## config.mk

```make
export PLATFORM = sky130hd
export DESIGN_NAME = dmem_arbiter_flat
export DESIGN_NICKNAME = d
export VERILOG_FILES = /design/src/rtl/dmem_pkg.sv /design/src/rtl/dmem_arbiter_if.sv /design/src/rtl/rr_arb2.sv /design/src/rtl/dmem_arbiter.sv /design/src/flat_wrapper.sv
export SDC_FILE = /design/constraint.sdc
export NUM_CORES = 1
export LEC_CHECK = 0
export BUFFER_PORTS_ARGS = -buffer_cell sky130_fd_sc_hd__buf_4
export CAP_MARGIN = 10
export CORE_MARGIN = 1
export CORE_UTILIZATION = 48
export DETAILED_ROUTE_END_ITERATION = 8
export GPL_TIMING_DRIVEN = 0
export PLACE_DENSITY = 0.82
export SYNTH_ARGS = -nofsm -noshare
export SYNTH_HDL_FRONTEND = slang
export SYNTH_SLANG_ARGS = --single-unit
```

## constraint.sdc

```tcl
create_clock -name clk -period 4.2 [get_ports clk]
set_clock_uncertainty 0.15 [all_clocks]
set_input_delay 0.84 -clock clk [delete_from_list [all_inputs] [get_ports clk]]
set_output_delay 0.84 -clock clk [all_outputs]
set_load 0.02 [all_outputs]
```

## src/rtl/dmem_pkg.sv

```systemverilog
// Shared constants and types for the two-port data-memory arbiter.
// Widths match the 16 x 8 Mem block and its 32-bit aluOut address bus.
package dmem_pkg;
   localparam int ADDR_W    = 4;
   localparam int DATA_W    = 8;
   localparam int MEM_AW    = 32;
   localparam int MEM_DEPTH = 16;

   typedef enum logic [1:0] {
      IDLE,
      ACCESS,
      RESP
   } state_t;

   localparam logic P0 = 1'b0;
   localparam logic P1 = 1'b1;
endpackage

```

## src/rtl/dmem_arbiter_if.sv

```systemverilog
// Requester handshakes (req/gnt/done) for both ports plus the Mem-side bus.
// The slave modport is the arbiter's view; master is the requester/Mem side.
interface dmem_arbiter_if;
   import dmem_pkg::*;

   logic              p0_req;
   logic              p0_we;
   logic [ADDR_W-1:0] p0_addr;
   logic [DATA_W-1:0] p0_wdata;
   logic              p0_gnt;
   logic              p0_done;
   logic [DATA_W-1:0] p0_rdata;

   logic              p1_req;
   logic              p1_we;
   logic [ADDR_W-1:0] p1_addr;
   logic [DATA_W-1:0] p1_wdata;
   logic              p1_gnt;
   logic              p1_done;
   logic [DATA_W-1:0] p1_rdata;

   logic              mem_write;
   logic              mem_read;
   logic [MEM_AW-1:0] mem_addr;
   logic [DATA_W-1:0] mem_data_in;
   logic [DATA_W-1:0] mem_data_out;

   modport slave (
      input  p0_req, p0_we, p0_addr, p0_wdata,
      input  p1_req, p1_we, p1_addr, p1_wdata,
      input  mem_data_out,
      output p0_gnt, p0_done, p0_rdata,
      output p1_gnt, p1_done, p1_rdata,
      output mem_write, mem_read, mem_addr, mem_data_in
   );

   modport master (
      output p0_req, p0_we, p0_addr, p0_wdata,
      output p1_req, p1_we, p1_addr, p1_wdata,
      output mem_data_out,
      input  p0_gnt, p0_done, p0_rdata,
      input  p1_gnt, p1_done, p1_rdata,
      input  mem_write, mem_read, mem_addr, mem_data_in
   );
endinterface

```

## src/rtl/rr_arb2.sv

```systemverilog
// Two-way round-robin winner select; purely combinational, zero latency.
// A lone requester always wins; on a tie the port not served last wins.
module rr_arb2
   import dmem_pkg::*;
(
   input  logic [1:0] req,
   input  logic       last_served,
   output logic       win_id,
   output logic       win_vld
);
   always_comb begin
      win_vld = |req;
      win_id  = P0;
      case (req)
         2'b10:   win_id = P1;
         2'b11:   win_id = ~last_served;
         default: win_id = P0;
      endcase
   end
endmodule

```

## src/rtl/dmem_arbiter.sv

```systemverilog
// Round-robin access controller for two requesters sharing the 16 x 8 Mem; all outputs registered.
// Req sampled in IDLE at T -> gnt at T+1, done at T+2; one access in flight, 3 cycles per access.
module dmem_arbiter
   import dmem_pkg::*;
(
   input logic           clk,
   input logic           reset,
   dmem_arbiter_if.slave bus
);
   state_t            state, state_nxt;
   logic              last_served, last_served_nxt;
   logic              cur_id, cur_id_nxt;
   logic              cur_we, cur_we_nxt;
   logic              win_id, win_vld;
   logic              sel_we;
   logic [ADDR_W-1:0] sel_addr;
   logic [DATA_W-1:0] sel_wdata;
   logic [1:0]        gnt_nxt, done_nxt;
   logic              mem_write_nxt, mem_read_nxt;
   logic [MEM_AW-1:0] mem_addr_nxt;
   logic [DATA_W-1:0] mem_data_in_nxt;
   logic [DATA_W-1:0] p0_rdata_nxt, p1_rdata_nxt;

   rr_arb2 u_rr_arb2 (
      .req         ({bus.p1_req, bus.p0_req}),
      .last_served (last_served),
      .win_id      (win_id),
      .win_vld     (win_vld)
   );

   assign sel_we    = (win_id == P1) ? bus.p1_we    : bus.p0_we;
   assign sel_addr  = (win_id == P1) ? bus.p1_addr  : bus.p0_addr;
   assign sel_wdata = (win_id == P1) ? bus.p1_wdata : bus.p0_wdata;

   always_comb begin
      state_nxt       = state;
      last_served_nxt = last_served;
      cur_id_nxt      = cur_id;
      cur_we_nxt      = cur_we;
      gnt_nxt         = '0;
      done_nxt        = '0;
      mem_write_nxt   = 1'b0;
      mem_read_nxt    = 1'b0;
      mem_addr_nxt    = bus.mem_addr;
      mem_data_in_nxt = bus.mem_data_in;
      p0_rdata_nxt    = bus.p0_rdata;
      p1_rdata_nxt    = bus.p1_rdata;
      unique case (state)
         IDLE: begin
            if (win_vld) begin
               state_nxt       = ACCESS;
               last_served_nxt = win_id;
               cur_id_nxt      = win_id;
               cur_we_nxt      = sel_we;
               gnt_nxt[win_id] = 1'b1;
               mem_write_nxt   = sel_we;
               mem_read_nxt    = ~sel_we;
               mem_addr_nxt    = MEM_AW'(sel_addr);
               if (sel_we) mem_data_in_nxt = sel_wdata;
            end
         end
         ACCESS: begin
            // Mem read is combinational, so its output is valid at this closing edge.
            state_nxt        = RESP;
            done_nxt[cur_id] = 1'b1;
            if (!cur_we) begin
               if (cur_id == P1) p1_rdata_nxt = bus.mem_data_out;
               else              p0_rdata_nxt = bus.mem_data_out;
            end
         end
         RESP:    state_nxt = IDLE;
         default: state_nxt = IDLE;
      endcase
   end

   always_ff @(posedge clk or posedge reset) begin
      if (reset) begin
         state           <= IDLE;
         last_served     <= P1;
         cur_id          <= P0;
         cur_we          <= 1'b0;
         bus.p0_gnt      <= 1'b0;
         bus.p1_gnt      <= 1'b0;
         bus.p0_done     <= 1'b0;
         bus.p1_done     <= 1'b0;
         bus.mem_write   <= 1'b0;
         bus.mem_read    <= 1'b0;
         bus.mem_addr    <= '0;
         bus.mem_data_in <= '0;
         bus.p0_rdata    <= '0;
         bus.p1_rdata    <= '0;
      end else begin
         state           <= state_nxt;
         last_served     <= last_served_nxt;
         cur_id          <= cur_id_nxt;
         cur_we          <= cur_we_nxt;
         bus.p0_gnt      <= gnt_nxt[0];
         bus.p1_gnt      <= gnt_nxt[1];
         bus.p0_done     <= done_nxt[0];
         bus.p1_done     <= done_nxt[1];
         bus.mem_write   <= mem_write_nxt;
         bus.mem_read    <= mem_read_nxt;
         bus.mem_addr    <= mem_addr_nxt;
         bus.mem_data_in <= mem_data_in_nxt;
         bus.p0_rdata    <= p0_rdata_nxt;
         bus.p1_rdata    <= p1_rdata_nxt;
      end
   end
endmodule

```

## src/flat_wrapper.sv

```systemverilog
// flat-port wrapper written by rule: the top's interface ports become plain ports
module dmem_arbiter_flat import dmem_pkg::*;
  (clk, reset, bus_p0_req, bus_p0_we, bus_p0_addr, bus_p0_wdata, bus_p1_req, bus_p1_we, bus_p1_addr, bus_p1_wdata, bus_mem_data_out, bus_p0_gnt, bus_p0_done, bus_p0_rdata, bus_p1_gnt, bus_p1_done, bus_p1_rdata, bus_mem_write, bus_mem_read, bus_mem_addr, bus_mem_data_in);
  dmem_arbiter_if bus_i ();
  input logic clk;
  input logic reset;
  input wire logic [$bits(bus_i.p0_req)-1:0] bus_p0_req;
  input wire logic [$bits(bus_i.p0_we)-1:0] bus_p0_we;
  input wire logic [$bits(bus_i.p0_addr)-1:0] bus_p0_addr;
  input wire logic [$bits(bus_i.p0_wdata)-1:0] bus_p0_wdata;
  input wire logic [$bits(bus_i.p1_req)-1:0] bus_p1_req;
  input wire logic [$bits(bus_i.p1_we)-1:0] bus_p1_we;
  input wire logic [$bits(bus_i.p1_addr)-1:0] bus_p1_addr;
  input wire logic [$bits(bus_i.p1_wdata)-1:0] bus_p1_wdata;
  input wire logic [$bits(bus_i.mem_data_out)-1:0] bus_mem_data_out;
  output wire logic [$bits(bus_i.p0_gnt)-1:0] bus_p0_gnt;
  output wire logic [$bits(bus_i.p0_done)-1:0] bus_p0_done;
  output wire logic [$bits(bus_i.p0_rdata)-1:0] bus_p0_rdata;
  output wire logic [$bits(bus_i.p1_gnt)-1:0] bus_p1_gnt;
  output wire logic [$bits(bus_i.p1_done)-1:0] bus_p1_done;
  output wire logic [$bits(bus_i.p1_rdata)-1:0] bus_p1_rdata;
  output wire logic [$bits(bus_i.mem_write)-1:0] bus_mem_write;
  output wire logic [$bits(bus_i.mem_read)-1:0] bus_mem_read;
  output wire logic [$bits(bus_i.mem_addr)-1:0] bus_mem_addr;
  output wire logic [$bits(bus_i.mem_data_in)-1:0] bus_mem_data_in;
  assign bus_i.p0_req = bus_p0_req;
  assign bus_i.p0_we = bus_p0_we;
  assign bus_i.p0_addr = bus_p0_addr;
  assign bus_i.p0_wdata = bus_p0_wdata;
  assign bus_i.p1_req = bus_p1_req;
  assign bus_i.p1_we = bus_p1_we;
  assign bus_i.p1_addr = bus_p1_addr;
  assign bus_i.p1_wdata = bus_p1_wdata;
  assign bus_i.mem_data_out = bus_mem_data_out;
  assign bus_p0_gnt = bus_i.p0_gnt;
  assign bus_p0_done = bus_i.p0_done;
  assign bus_p0_rdata = bus_i.p0_rdata;
  assign bus_p1_gnt = bus_i.p1_gnt;
  assign bus_p1_done = bus_i.p1_done;
  assign bus_p1_rdata = bus_i.p1_rdata;
  assign bus_mem_write = bus_i.mem_write;
  assign bus_mem_read = bus_i.mem_read;
  assign bus_mem_addr = bus_i.mem_addr;
  assign bus_mem_data_in = bus_i.mem_data_in;
  dmem_arbiter u_core (.clk(clk), .reset(reset), .bus(bus_i));
endmodule
```

==> reports/results.ini, run 1 <==
[timing]
period_share_pct=53.78
slew_headroom_pct=48.10
setup_viol=0
rsz0062_at_grt=false
tightest_slew_ns=0.7773
final-max-slew-violation-count=0
hold_violations=0
finalCriticalPeriod_ns=2.259
fmax_ghz=0.4427
finalSetupTns_ns=0

[logic_synthesis]
yosys-top-cells-area=dfrtp_1 (51%), mux2_2 (16%), buf_4 (11%), a311oi_1 (3.8%), nor4_1 (2.7%)
ys.warnings.count=0
synth_edf_count=0
ys_seq_area_share_pct=52.70
ys_types=25
synth_cells=158
synth_top_flop_cell=dfrtp_1
post-synth-top-area-cell=dfrtp_1
synthArstFlopShare_pct=100.0
netlist_area_sq_um=1854
ys_seq_elements=39
avgSynthCellArea_sq_um=11.74
synth_top_area_share_pct=51.28

[clocking]
clock_latency_ns=0.29
ctsHoldBuffers=0
cts_setup_buffers=0
clockBufferDepth=2
clock_sinks=39
numCtsBuffers=5
ctsResizeCount=0
htree_num_levels=2
cts_root_buf=clkbuf_8
tritoncts=built
cts.clk_slew.worst_paths_ns=0.07

[setup_path]
arrival_ns=2.29
critPathSlowestCell=a311oi_1
crit_type=in -> reg
start_kind=input port
path_cells=buf_4 -> or3b_1 -> buf_2 -> or2_2 -> clkbuf_1 -> a311oi_1
cp-end-kind=flop
slowest_delay_ns=0.34
crit_fanout=10
crit_required_ns=4.23

[grt]
grt-ovfl-total=0
grt_start_max_net_pins=40
grt_pass1_vias=1360
grtUsageTotal_pct=19.04
grt_antenna_before_repair=0
grt_pass1_wl_um=5940

[final_layout]
syn2layout_area_growth_pct=42.04
drive_gt1_share_pct=53.41
antennaDiodeCount=0
nets=301
final_area_sq_um=2634

[routing]
drt-initial-drc-count=52
routed.top_layer=met4
first_pass_iters=4
totalWireLength_um=3607
vias=1422
routedWlPerCell_um=11.56
route.detailed.drc=0
wl_met1_um=1481
dr_wl_met2_um=1859
antenna_left=0
post_drt_via_cell_ratio=4.558
met3WireLength_um=223

[power_and_ir_drop]
swShare_pct=38.04
power_switching_uw=666.6
seqPwrFrac_pct=37.3
p_per_area_nw_per_um2=665.3
power_frac_clock_pct=14.0
leakagePower_nw=1.362
combPwrFrac_pct=48.7
total_power_mw=1.752
p_int_mw=1.086
ir_drop_mv=0.4278

[outcome]
status=finished, final reports clean

[floorplan]
core_area_sq_um=3689
die_w_um=64.16
start_util_pct=50.27
rows=22
die_h_um=64.16
die_area_sq_um=4116
ios=100

[placement]
hpwlAfterDp_um=2750
place.gp.congestion=0.6902
portBuffers=71
place_area_sq_um=2549

[flow_run]
maxCapViolations=0

[worst_hold_path]
hold_path.class=reg -> reg

-- power groups by stage --
| stage | Combinational, mW | Sequential (mW) | Clock, mW |
|---|---|---|---|
| 2_1_floorplan | 0.336 | 0.844 | 0 |
| 3_3_place_gp | 0.848 | 0.656 | 0 |
| 3_5_place_dp | 0.862 | 0.664 | 0 |
| 4_1_cts | 0.863 | 0.657 | 0.250 |
| 5_1_grt | 0.919 | 0.676 | 0.266 |
| 6_report | 0.854 | 0.654 | 0.245 |
-- critical path: cells and delay by family --
family          cells  cell delay [ns]
buf+inv             3             0.47
compound gates      1             0.34
simple gates        2             0.63
-- metrics by stage --
step | std cells | utilization (%) | worst slack [ns] | hold WS [ns]
CTS | 312 | 71.40 | 1.954 | 0.3425
finish | 312 | 71.40 | 1.941 | 0.3445
detailed placement | 304 | 69.10 | 1.651 | 0.3293
global route | 312 | 71.40 | 1.818 | 0.3730
floorplan | 185 | - | 1.929 | 0.3037
global placement | 304 | 69.10 | 1.661 | 0.3289
-- cells in the mapped netlist, drive strengths merged (3+ instances only) --
library cell	count
clkbuf	4
mux2	27
nor2	4
a311oi	8
dfrtp	38
nor4	8
nor2b	3
inv	11
buf	31
nor3	9
-- metal layers --
| layer | up-vias | GRT usage [%] |
|---|---|---|
| met4 | 0 | 7.500 |
| li1 | 701 | - |
| met3 | 5 | 5.000 |
| met5 | - | 0 |
| met1 | 666 | 22.44 |
| met2 | 50 | 32.98 |
-- sequential cells by signal, indices dropped and copies added, names as in the netlist --
signal,cells
u_core.bus.mem_data_in,8
u_core.bus.p0_rdata,8
u_core.bus.p1_rdata,8
u_core.bus.mem_addr,4
u_core.state,2
u_core.bus.mem_read,1
u_core.bus.mem_write,1
u_core.bus.p0_done,1
u_core.bus.p0_gnt,1
u_core.bus.p1_done,1
u_core.bus.p1_gnt,1
u_core.cur_id,1
u_core.cur_we,1
u_core.last_served,1
-- cells in the final DEF (no fill, tap or decap), drive strengths merged, types with 2 or more instances in the layout --
cell / synthesis / final
a311oi: 8 / 8
buf: 31 / 102
clkbuf: 4 / 10
clkinv: 1 / 2
conb: 1 / 28
dfrtp: 38 / 38
inv: 11 / 11
mux2: 27 / 27
nand2: 2 / 2
nor2: 4 / 4
nor2b: 3 / 3
nor3: 9 / 9
nor4: 8 / 8
o21ai: 2 / 2
or3b: 2 / 2
-- cell type report --
class | instances | area (sq um)
clock inverter | 2 | 12.51
tap | 48 | 60.06
inverter | 12 | 45.04
clock buffer | 6 | 72.57
fill | 311 | 1055
timing repair buffer | 71 | 533.0
buffer | 35 | 240.2
sequential | 39 | 977.2
multi-input combinational | 99 | 693.2
-- cells by family after synthesis --
family,count (synthesis),synth area share [%]
buffers and inverters,47,15.38
flip-flops,39,52.70
AND/OR/NAND/NOR,32,10.06
multiplexers,27,16.40
AO/OA/AOI/OAI,12,5.263
other,1,0.2022
-- path summary, 6_finish.rpt --
path / startpoint / endpoint / slack [ns] / cells past startpoint
max: bus_p1_req / u_core.bus.mem_data_in[3]$_DFFE_PP0P_ / 1.94 / 6
min: u_core.cur_id$_DFFE_PP0P_ / u_core.bus.p0_done$_DFF_PP0_ / 0.34 / 1
max reg2reg: u_core.state[0]$_DFFE_PP0P_ / u_core.bus.mem_data_in[3]$_DFFE_PP0P_ / 2.13 / 5
min reg2reg: u_core.cur_id$_DFFE_PP0P_ / u_core.bus.p0_done$_DFF_PP0_ / 0.34 / 1
max in group asynchronous: reset / u_core.cur_id$_DFFE_PP0P_ / 2.85 / 2
min in group asynchronous: reset / u_core.bus.mem_data_in[4]$_DFFE_PP0P_ / 0.55 / 2
No activity file was read; power rests on OpenSTA's default activity.
==> run 2: changes to the inputs <==
--- a/config.mk
+++ b/config.mk
@@ -8,10 +8,10 @@
 export BUFFER_PORTS_ARGS = -buffer_cell sky130_fd_sc_hd__buf_4
 export CAP_MARGIN = 10
 export CORE_MARGIN = 1
-export CORE_UTILIZATION = 48
+export CORE_UTILIZATION = 44
 export DETAILED_ROUTE_END_ITERATION = 8
 export GPL_TIMING_DRIVEN = 0
-export PLACE_DENSITY = 0.82
+export PLACE_DENSITY = 0.76
 export SYNTH_ARGS = -nofsm -noshare
 export SYNTH_HDL_FRONTEND = slang
 export SYNTH_SLANG_ARGS = --single-unit
==> constraint.sdc (replaced) <==
create_clock -name clk -period 2.2 [get_ports clk]
set_clock_uncertainty 0.15 [all_clocks]
set_input_delay 0.44 -clock clk [delete_from_list [all_inputs] [get_ports clk]]
set_output_delay 0.44 -clock clk [all_outputs]
set_load 0.02 [all_outputs]
==> run 2 against run 1 <==
Net effect:
- register-to-register slack got worse by 2.0 ns
- critical path depth is 1 lower
- hold slack worse by 0.19 ns
- via count increased by 1.3%
- final cell count grew 0.64%
- wire length up 1.1%
- clock power rose by 110%
- die area grew 8.8%
- first-iteration DRC count grew 29%
- sequential power is 91% higher
- total power rose by 94%
- combinational power is 93% higher
==> reports/results.ini, run 2 (synthesis gave the netlist of run 1 again) <==
[outcome]
status=finished, final reports clean

[setup_path]
crit_required_ns=2.23
arrival_ns=2.08
start_kind=flop
crit_type=reg -> reg
cp-end-kind=flop
crit_fanout=10

[floorplan]
die_area_sq_um=4478
ios=100
die_h_um=66.92
core_area_sq_um=4029
start_util_pct=46.02
rows=23
die_w_um=66.92

[clocking]
clock_sinks=39
cts.clk_slew.worst_paths_ns=0.07
htree_num_levels=2
cts_root_buf=clkbuf_8
clock_latency_ns=0.28
clockBufferDepth=2
tritoncts=built
ctsHoldBuffers=0
numCtsBuffers=5

[routing]
routedWlPerCell_um=11.62
antenna_left=0
totalWireLength_um=3648
drt-initial-drc-count=67
first_pass_iters=4
vias=1440
route.detailed.drc=0
post_drt_via_cell_ratio=4.586

[final_layout]
final_common_cell=buf_4
fill_cells=344
nets=301
final_cell_mix=buf_4 (99), dfrtp_1 (38), conb_1 (28)
syn2layout_area_growth_pct=43.32
drive_gt1_share_pct=53.79
top_regs=u_core.bus.mem_data_in (8), u_core.bus.p0_rdata (8), u_core.bus.p1_rdata (8)
antennaDiodeCount=0
utilization_pct=65.96
final_area_sq_um=2658

[timing]
fin_ws_ns=0.1402
slew_headroom_pct=47.43
finalSetupTns_ns=0
rsz0062_at_grt=false
setup_viol=0
finalCriticalPeriod_ns=2.060
fin_hold_ws_ns=0.1562
tightest_slew_ns=0.7833
final-max-slew-violation-count=0
fmax_ghz=0.4855
hold_violations=0
period_share_pct=93.63

[power_and_ir_drop]
ir_drop_mv=0.7930
power_frac_clock_pct=14.9
leakagePower_nw=1.374
p_int_mw=2.143
p_per_area_nw_per_um2=1282
power_switching_mw=1.265
seqPwrFrac_pct=36.7
swShare_pct=37.13
combPwrFrac_pct=48.4

[placement]
place.gp.congestion=0.7392
portBuffers=71
hpwlAfterDp_um=2696
place_area_sq_um=2551
place_ws_ns=0.03362

[grt]
grt_pass1_vias=1257
grt_antenna_before_repair=0
grt-ovfl-total=0
grt_pass1_wl_um=5699
grt_start_max_net_pins=40
grtUsageTotal_pct=17.35

[worst_hold_path]
hold_path.class=in -> async

[flow_run]
maxCapViolations=0

[run 2: cell types whose count changed in the layout (fill, tap and decap cells not counted), sizes merged]
cell and delta:
clkinv -1, clkinvlp -1, clkbuf +2
[run 2: final timing paths]
check | start | to | slack, ns | depth (start not counted)
worst max-delay path | u_core.state[0]$_DFFE_PP0P_ | u_core.bus.mem_data_in[7]$_DFFE_PP0P_ | 0.14 | 5
worst min-delay path | reset | u_core.bus.p0_rdata[1]$_DFFE_PP0P_ | 0.16 | 2
worst max register to register | u_core.state[0]$_DFFE_PP0P_ | u_core.bus.mem_data_in[7]$_DFFE_PP0P_ | 0.14 | 5
worst min register to register | u_core.cur_id$_DFFE_PP0P_ | u_core.bus.p0_done$_DFF_PP0_ | 0.34 | 1
max in group asynchronous | reset | u_core.bus.mem_addr[3]$_DFFE_PP0P_ | 1.24 | 2
min in group clk | bus_mem_data_out[2] | u_core.bus.p0_rdata[2]$_DFFE_PP0P_ | 0.24 | 2
[run 2: metrics by stage]
step	power, mW	std cells
4_1_cts	3.438	314
3_3_place_gp	2.878	306
6_report	3.408	314
3_5_place_dp	2.919	306
2_1_floorplan	2.254	185
5_1_grt	3.637	314
[run 2: cell type report]
cell class | instances | area [sq um] | area share (%)
plain buffers | 35 | 240.2 | 9.040
clock buffers | 8 | 100.1 | 3.766
inverters | 12 | 45.04 | 1.695
multi-input cells | 99 | 699.4 | 26.32
flip-flops and latches | 39 | 977.2 | 36.77
well taps | 50 | 62.56 | 2.354
repair buffers | 71 | 533.0 | 20.06
[run 2: layer usage]
metal / GRT usage, % / share of wire (%)
met1: 20.70 / 39
met2: 29.17 / 52
met3: 4.452 / 8.0
met4: 7.713 / 1.4
met5: 0 / 0
[run 2: repair_timing]
| item | CTS | global route |
|---|---|---|
| endpoints found under the setup margin | 0 | 1 |
| gates resized for setup | 0 | 1 |
| buffers inserted | 0 | 0 |
[run 2: critical path: stages, from the launching register on]
cell and delay [ns]:
dfrtp_1 0.41, or3b_1 0.37, buf_2 0.19, or2_2 0.30, clkbuf_1 0.21, a311oi_1 0.34
[run 2: power by group through the flow]
stage / Sequential (mW) / Combinational, mW / Clock, mW
3_3_place_gp: 1.26 / 1.62 / 0
6_report: 1.25 / 1.65 / 0.507
4_1_cts: 1.26 / 1.66 / 0.525
5_1_grt: 1.30 / 1.78 / 0.560
3_5_place_dp: 1.27 / 1.65 / 0
2_1_floorplan: 1.61 / 0.642 / 0
